`config.mk`:
```
export PLATFORM = sky130hd
export DESIGN_NAME = mouse_pos_tracker
export DESIGN_NICKNAME = d
export VERILOG_FILES = /design/src/rtl/mouse_pkg.sv /design/src/rtl/vga_pkg.sv /design/src/rtl/mouse_axis_update.sv /design/src/rtl/mouse_pos_tracker.sv
export SDC_FILE = /design/constraint.sdc
export NUM_CORES = 1
export LEC_CHECK = 0
export CAP_MARGIN = 20
export CORE_MARGIN = 1
export CORE_UTILIZATION = 45
export CTS_CLUSTER_DIAMETER = 100
export DETAILED_ROUTE_END_ITERATION = 12
export HOLD_SLACK_MARGIN = 0.06
export PLACE_DENSITY_LB_ADDON = 0.05
export SLEW_MARGIN = 5
export SYNTH_ARGS = -nofsm -noshare
export SYNTH_HDL_FRONTEND = slang
export SYNTH_SLANG_ARGS = --single-unit
export TNS_END_PERCENT = 50
```
`constraint.sdc`:
```
create_clock -name clk -period 2.95 [get_ports clk]
set_input_delay 0.4425 -clock clk [delete_from_list [all_inputs] [get_ports clk]]
set_output_delay 0.4425 -clock clk [all_outputs]
set_load 0.01 [all_outputs]
```
`src/rtl/mouse_pkg.sv`:
```
// Shared types and constants for the PS/2 mouse cursor tracker.
package mouse_pkg;
  typedef enum logic [1:0] {
    WAIT_B0 = 2'd0,
    WAIT_B1 = 2'd1,
    WAIT_B2 = 2'd2,
    APPLY   = 2'd3
  } mouse_state_t;

  // Status byte bit positions.
  localparam int BIT_L    = 0;
  localparam int BIT_R    = 1;
  localparam int BIT_SYNC = 3;
  localparam int BIT_XS   = 4;
  localparam int BIT_YS   = 5;
  localparam int BIT_XO   = 6;
  localparam int BIT_YO   = 7;

  localparam int ACCEL_THR = 16;
  localparam int POS_W     = 12;
  localparam int CALC_W    = 14;

  function automatic logic [8:0] mk_delta(input logic sign, input logic [7:0] lo);
    return {sign, lo};
  endfunction
endpackage

```
`src/rtl/vga_pkg.sv`:
```
// Screen timing constants shared by the video and cursor paths.
package vga_pkg;
  localparam int H_ACTIVE = 1024;
  localparam int V_ACTIVE = 768;
endpackage

```
`src/rtl/mouse_axis_update.sv`:
```
// One axis: signed delta applied to position and clamped to 0..limit; combinational, no backpressure.
// MOUSE_ACCEL_EN doubles deltas larger than ACCEL_THR in magnitude.
module mouse_axis_update
  import mouse_pkg::*;
(
  input  logic [POS_W-1:0] pos,
  input  logic [8:0]       delta,
  input  logic             ovf,
  input  logic             invert,
  input  logic [POS_W-1:0] limit,
  output logic [POS_W-1:0] new_pos
);

`ifdef MOUSE_ACCEL_EN
  localparam logic signed [CALC_W-1:0] THR = CALC_W'(ACCEL_THR);
  logic signed [CALC_W-1:0] d_abs;
`endif
  logic signed [CALC_W-1:0] d_ext;
  logic signed [CALC_W-1:0] d_eff;
  logic signed [CALC_W-1:0] pos_s;
  logic signed [CALC_W-1:0] lim_s;
  logic signed [CALC_W-1:0] sum;

  always_comb begin
    d_ext = ovf ? '0 : {{(CALC_W-9){delta[8]}}, delta};
`ifdef MOUSE_ACCEL_EN
    d_abs = d_ext[CALC_W-1] ? -d_ext : d_ext;
    d_eff = (d_abs > THR) ? (d_ext <<< 1) : d_ext;
`else
    d_eff = d_ext;
`endif
    pos_s = {2'b00, pos};
    lim_s = {2'b00, limit};
    sum   = invert ? (pos_s - d_eff) : (pos_s + d_eff);
    // Saturate rather than wrap at both screen edges.
    if (sum[CALC_W-1])
      new_pos = '0;
    else if (sum > lim_s)
      new_pos = limit;
    else
      new_pos = sum[POS_W-1:0];
  end

endmodule

```
`src/rtl/mouse_pos_tracker.sv`:
```
// Assembles 3-byte PS/2 packets into a saturated cursor position and buttons (MOUSE_ACCEL_EN: accel).
// Position updates 2 cycles after the last byte; no backpressure, every rx_valid byte is consumed.
module mouse_pos_tracker
  import vga_pkg::*, mouse_pkg::*;
#(
  parameter int H_RES          = H_ACTIVE,
  parameter int V_RES          = V_ACTIVE,
  parameter int INIT_X         = 512,
  parameter int INIT_Y         = 384,
  parameter int TIMEOUT_CYCLES = 200000
) (
  input  logic              clk,
  input  logic              rst,
  input  logic [7:0]        rx_data,
  input  logic              rx_valid,
  output logic [POS_W-1:0]  xpos,
  output logic [POS_W-1:0]  ypos,
  output logic              left,
  output logic              right,
  output logic              left_click,
  output logic              pos_valid
);

  localparam int CNT_W = $clog2(TIMEOUT_CYCLES + 1);
  localparam logic [CNT_W-1:0] TO_LAST = CNT_W'(TIMEOUT_CYCLES - 1);

  mouse_state_t state, state_nxt;
  logic [CNT_W-1:0] idle_cnt;
  logic [7:0]       status_q;
  logic [7:0]       xlo_q;
  logic [7:0]       ylo_q;
  logic             timeout;
  logic             take_status;
  logic             take_x;
  logic             take_y;
  logic             do_apply;
  logic             in_pkt;
  logic [POS_W-1:0] nx;
  logic [POS_W-1:0] ny;
  logic             unused_status;

  assign unused_status = ^{status_q[2], status_q[BIT_SYNC]};
  assign timeout = (idle_cnt == TO_LAST) && !rx_valid;

  always_ff @(posedge clk) begin
    if (rst)
      state <= WAIT_B0;
    else
      state <= state_nxt;
  end

  // APPLY shares WAIT_B0's rule so a byte landing during APPLY starts the next packet.
  always_comb begin
    state_nxt = state;
    case (state)
      WAIT_B0, APPLY: state_nxt = (rx_valid && rx_data[BIT_SYNC]) ? WAIT_B1 : WAIT_B0;
      WAIT_B1:        state_nxt = rx_valid ? WAIT_B2 : (timeout ? WAIT_B0 : WAIT_B1);
      WAIT_B2:        state_nxt = rx_valid ? APPLY   : (timeout ? WAIT_B0 : WAIT_B2);
      default:        state_nxt = WAIT_B0;
    endcase
  end

  always_comb begin
    take_status = 1'b0;
    take_x      = 1'b0;
    take_y      = 1'b0;
    do_apply    = 1'b0;
    in_pkt      = 1'b0;
    case (state)
      WAIT_B0: take_status = rx_valid && rx_data[BIT_SYNC];
      WAIT_B1: begin
        take_x = rx_valid;
        in_pkt = 1'b1;
      end
      WAIT_B2: begin
        take_y = rx_valid;
        in_pkt = 1'b1;
      end
      APPLY: begin
        do_apply    = 1'b1;
        take_status = rx_valid && rx_data[BIT_SYNC];
      end
      default: ;
    endcase
  end

  mouse_axis_update u_axis_x (
    .pos     (xpos),
    .delta   (mk_delta(status_q[BIT_XS], xlo_q)),
    .ovf     (status_q[BIT_XO]),
    .invert  (1'b0),
    .limit   (POS_W'(H_RES - 1)),
    .new_pos (nx)
  );

  // PS/2 +Y is up while screen rows grow downward.
  mouse_axis_update u_axis_y (
    .pos     (ypos),
    .delta   (mk_delta(status_q[BIT_YS], ylo_q)),
    .ovf     (status_q[BIT_YO]),
    .invert  (1'b1),
    .limit   (POS_W'(V_RES - 1)),
    .new_pos (ny)
  );

  always_ff @(posedge clk) begin
    if (rst) begin
      idle_cnt   <= '0;
      status_q   <= '0;
      xlo_q      <= '0;
      ylo_q      <= '0;
      xpos       <= POS_W'(INIT_X);
      ypos       <= POS_W'(INIT_Y);
      left       <= 1'b0;
      right      <= 1'b0;
      left_click <= 1'b0;
      pos_valid  <= 1'b0;
    end else begin
      if (!in_pkt || rx_valid || timeout)
        idle_cnt <= '0;
      else
        idle_cnt <= idle_cnt + 1'b1;

      if (take_status) status_q <= rx_data;
      if (take_x)      xlo_q    <= rx_data;
      if (take_y)      ylo_q    <= rx_data;

      pos_valid  <= do_apply;
      left_click <= do_apply && status_q[BIT_L] && !left;
      if (do_apply) begin
        xpos  <= nx;
        ypos  <= ny;
        left  <= status_q[BIT_L];
        right <= status_q[BIT_R];
      end
    end
  end

endmodule
```
Word level (Yosys, flattened, before mapping). Index checks and enable logic that the tools add are counted.

Output and inout port bits: 28. Input port bits: 11. Logic and storage cells: 50. Register bits after elaboration: 72.

Order comparisons: 2. Equal/unequal tests: 4. Reductions and logical operators: 13. Add/subtract/negate cells: 3. Multiplexer cells: 17.

Operator list (number): two-way mux 12 bit (4); greater-than comparator 14 x 11 -> 1 bit, second input constant (2); two-way mux 14 bit (2); adder 18 x 1 -> 18 bit, second input constant (1); equality test 18 bit, second input constant (1); adder 13 x 14 -> 14 bit (1); subtractor 13 x 14 -> 14 bit (1); two-way mux 1 bit (7); two-way mux 2 bit (3); one-hot mux 2 bit (3 select lines) (1); OR reduction 2 bit (3); equality test 2 bit, second input constant (2); logical AND 1 bit (4); logical NOT 1 bit (3); equality test 2 x 1 -> 1 bit, second input constant (1); logical NOT 2 bit (1); logical OR 1 bit (2).

Depth between registers and ports, before layout.
Depth in word-level cells: 7. Depth in mapped cells: 12. Depth with buffers taken out: 10.

Cells and area by module. A second synthesis with hierarchy kept.

Cells, all modules: 710. Area, all modules: 5622.9 µm².

Modules (own cells, without submodules): mouse_pos_tracker (cells an instance 291, seq. area each 1401.3 µm², instances 1, area an instance 2695.1 µm²); mouse_axis_update (u_axis_x) (cells an instance 215, seq. area each 0.0 µm², instances 1, area an instance 1521.5 µm²); mouse_axis_update (u_axis_y) (cells an instance 204, seq. area each 0.0 µm², instances 1, area an instance 1406.3 µm²).

Worst setup path after synthesis. OpenSTA, ideal clock, no wires.

Path type: reg-to-reg. Start: register status_q[7]. End: register ypos[4]. Library setup time: 0.117 ns. Data required time: 2.833 ns. Buffers on the path: 1. Stages on the path, launching flop included: 11. Path slack: 0.221 ns. Data arrival time: 2.612 ns. Period minus slack after synthesis: 2.729 ns. Cells stage by stage: dfxtp_1 > clkbuf_1 > nand2b_1 > ha_1 > and3_1 > a22oi_1 > a31oi_1 > o311a_1 > nor4b_4 > nand4_1 > a32o_1.

Word-level cells in the longest chain between the ends: 5.

Ends and longest elaborated chain: start: declaration (RTL line mouse_pos_tracker.sv:29) `logic [7:0] status_q;`; start signal: assignment (RTL line mouse_pos_tracker.sv:124) `if (take_status) status_q <= rx_data;`; two-way mux 14 bit * (RTL line mouse_axis_update.sv:25) `d_ext = ovf ? '0 : {{(CALC_W-9){delta[8]}}, delta};`; subtractor 13 x 14 -> 14 bit * (RTL line mouse_axis_update.sv:34) `sum = invert ? (pos_s - d_eff) : (pos_s + d_eff);`; greater-than comparator 14 x 11 -> 1 bit (RTL line mouse_axis_update.sv:38) `else if (sum > lim_s)`; two-way mux 12 bit (RTL line mouse_axis_update.sv:38); two-way mux 12 bit * (RTL line mouse_axis_update.sv:36) `if (sum[CALC_W-1])`; end signal: assignment (RTL line mouse_pos_tracker.sv:113) `ypos <= POS_W'(INIT_Y);`; end signal: assignment (RTL line mouse_pos_tracker.sv:132) `ypos <= ny;`; end: declaration (RTL line mouse_pos_tracker.sv:17) `output logic [POS_W-1:0] ypos,`.

Every way passes the cells marked *; elsewhere a longest branch is shown, timed or not. A chain may end at the register's enable or synchronous reset.

Worst setup path in the final report.
Start: register status_q[7]. End: register ypos[8].

The elaborated chain is that of the path after synthesis.

==> impl_metrics.json <==
{
  "area_growth_pct": 20.96,
  "p_switching_mw": 0.5668,
  "async_flop_share": 0,
  "ant_nets": 0,
  "pwr-share-clk": 0.403,
  "powerDensity_mw_per_mm2": 388.8,
  "ioPinCount": 39,
  "cts-root-buf": "clkbuf_8",
  "worstSetupPathType": "reg2reg",
  "p_leak_nw": 1.937,
  "port_buffers": 38,
  "fin_hold_ws_ns": 0.4546,
  "hpwl_um": 7490,
  "power_mw": 1.946,
  "die_y_um": 97.88,
  "core_mm2": 0.008806,
  "status": "finished, violations left",
  "gp_congestion": 0.8352,
  "synthesis.area_mm2": 0.004136,
  "post-route-period-util": 0.9575,
  "ys_warn_count": 0,
  "die_w_um": 97.88,
  "ys.flop_type": "dfxtp_1",
  "violations": "DRC",
  "r2r-start": "status_q[7]$_SDFFE_PP0P_",
  "max-slew-margin-rel": 0.6281,
  "synth_cell_types": 61,
  "combPwrFrac": 0.104,
  "drc": 4,
  "drive_gt1_frac": 0.1156,
  "seq_area_frac_synth": 0.3388,
  "finalSetupViolCount": 0,
  "cts.clk_slew.worst_paths_ns": 0.09,
  "grt_use_total": 0.2181,
  "synth_most_common_cell": "dfxtp_1",
  "synth_common_cells": "dfxtp_1 (70), nor2_1 (44), nand2_1 (36)",
  "synthCells": 486,
  "antenna_found_initial": 0,
  "tightest_slew_ns": 0.5565,
  "dr.pass1.iters": 9,
  "cts_buffer_depth": 2,
  "syn_area_per_cell_um2": 8.511,
  "peakVddDrop_uv": 269.0,
  "fmax_mhz": 354.0,
  "diodes": 0,
  "multi_input_area_mm2": 0.002659,
  "finClkSkew_ns": 0.01098,
  "cap_viol_max_count": 0,
  "grt_max_degree": 21,
  "power_frac_seq": 0.493,
  "synth_fp_nets": 527,
  "p_int_mw": 1.379,
  "ys_top_cells_by_area": "dfxtp_1 (34%), ha_1 (8.5%), xnor2_1 (4.2%), a21oi_1 (4.1%), nor2_1 (4.0%)",
  "synth_edf_count": 0,
  "post_drt_wl_per_cell_um": 15.30,
  "synth_top_cell_by_area": "dfxtp_1",
  "hold_viol": 0,
  "drt-total-wl_um": 9992,
  "register_area_mm2": 0.001406,
  "start_util": 0.4697,
  "avgViaCountPerCell": 5.645,
  "hold_start": "xlo_q[4]$_SDFFE_PP0P_",
  "fillers": 810,
  "min_path_type": "reg2reg",
  "swShare": 0.2913,
  "nets": 581,
  "layout.cells.non_filler": 653,
  "ys_seq_elements": 70,
  "numCtsBuffers": 9,
  "insertion_delay_ns": 0.35,
  "routed-via-count": 3686,
  "cp-end-kind": "flip-flop",
  "synth_top_area_frac": 0.3388,
  "die_area_mm2": 0.009580,
  "grt_pass1_wl_um": 16720,
  "slew_violations": 0,
  "cts.sinks": 70,
  "crit_fanout": 10,
  "cts_tree": "done",
  "drt_iter0_markers": 203,
  "crit_path_start_kind": "flip-flop",
  "rows": 34,
  "critPathArrivalTime_ns": 3.06,
  "cts_setup_buffers": 0,
  "dpl.cell_count": 636,
  "cp.required_ns": 3.18,
  "min_period_ns": 2.825,
  "cts_htree_levels": 3,
  "startpoint": "status_q[7]$_SDFFE_PP0P_",
  "fin_util": 0.5682,
  "grt_overflow": 0,
  "grt_pass1_vias": 3464
}
[critical path, cell delays in order (launching register included)]
cell	delay, ns
dfxtp_2	0.37
nand2b_1	0.17
ha_1	0.36
nor4_1	0.43
a21oi_1	0.15
o21a_4	0.18
nor4bb_2	0.28
nor3_1	0.10
buf_4	0.16
and3_1	0.23
a221o_1	0.30
[flip-flops by register name, summed over array words and instances, names as in the netlist]
name / count
pos_valid: 1
right: 1
xpos: 12
left: 1
xlo_q: 8
ypos: 12
ylo_q: 8
left_click: 1
state: 2
status_q: 6
idle_cnt: 18
[path summary, 6_finish.rpt]
path / slack (ns) / cells past startpoint / endpoint
worst max-delay path: 0.13 / 10 / ypos[8]$_SDFFE_PP1P_
worst min-delay path: 0.45 / 2 / xlo_q[4]$_SDFFE_PP0P_
worst max register to register: 0.13 / 10 / ypos[8]$_SDFFE_PP1P_
worst min register to register: 0.45 / 2 / xlo_q[4]$_SDFFE_PP0P_
[routing by layer]
metal,wire (µm),share of wire,up-vias,global-route usage
met5,0,0,-,0
met4,201,0.020,0,0.08392
met3,339,0.034,19,0.03508
met2,4743,0.47,72,0.3651
met1,4708,0.47,1711,0.2811
li1,-,-,1884,-
[kinds of logic after synthesis]
| group | share of synthesized area |
|---|---|
| AO/OA/AOI/OAI | 0.1833 |
| XOR/XNOR | 0.06987 |
| adder cells (fa/ha/maj) | 0.09438 |
| buffers and inverters | 0.03146 |
| flip-flops | 0.3388 |
| multiplexers | 0.02420 |
| AND/OR/NAND/NOR | 0.2580 |
[placed cells by master (no fill, tap or decap), types with 5 or more instances in the layout]
cell             instances
nand2b_1                12
clkbuf_8                 9
mux2i_1                 10
ha_1                    26
nor2b_1                 10
nand3_1                 28
nor2_1                  44
dfxtp_1                 68
a21o_1                   5
and3_1                  16
o21ai_0                 14
nor3_1                   9
and2_1                   5
xnor2_1                 20
nand4_1                 11
xor2_1                  12
inv_1                   13
a22o_1                   6
o21a_1                   6
a32o_1                   6
buf_4                   22
a21oi_1                 33
clkdlybuf4s50_1         38
a31oi_1                  5
nand2_1                 36
[through the flow]
stage                     area (µm²)  TNS [ns]  setup slack (ns)
after detailed placement        4740  -0.01782          -0.01782
after floorplan                 4136         0            0.2206
after global placement          4740         0           0.07076
after CTS                       4941         0           0.04049
after global routing            5004   -0.2718          -0.07410
final                           5004         0            0.1255
[power by group through the flow]
stage | clock (mW) | combinational, mW | sequential [mW]
after floorplan | 0 | 0.129 | 0.977
after global placement | 0 | 0.196 | 0.980
after detailed placement | 0 | 0.197 | 0.981
after CTS | 0.810 | 0.197 | 0.959
after global routing | 0.845 | 0.225 | 0.960
final | 0.785 | 0.202 | 0.959
[cell type report]
type | instances | share of cell area
clock buffer | 9 | 0.02476
clock inverter | 7 | 0.01525
inverter | 14 | 0.01050
multi-input combinational | 384 | 0.5314
sequential | 70 | 0.2811
tap | 108 | 0.02701
timing repair buffer | 61 | 0.1100
[timing repair]
item,CTS,global route
hold buffers,0,0
pin swaps,0,4
cloned,0,1
gates resized for setup,1,17
endpoints found under the setup margin,2,20
No activity file was read; power rests on OpenSTA's default activity.
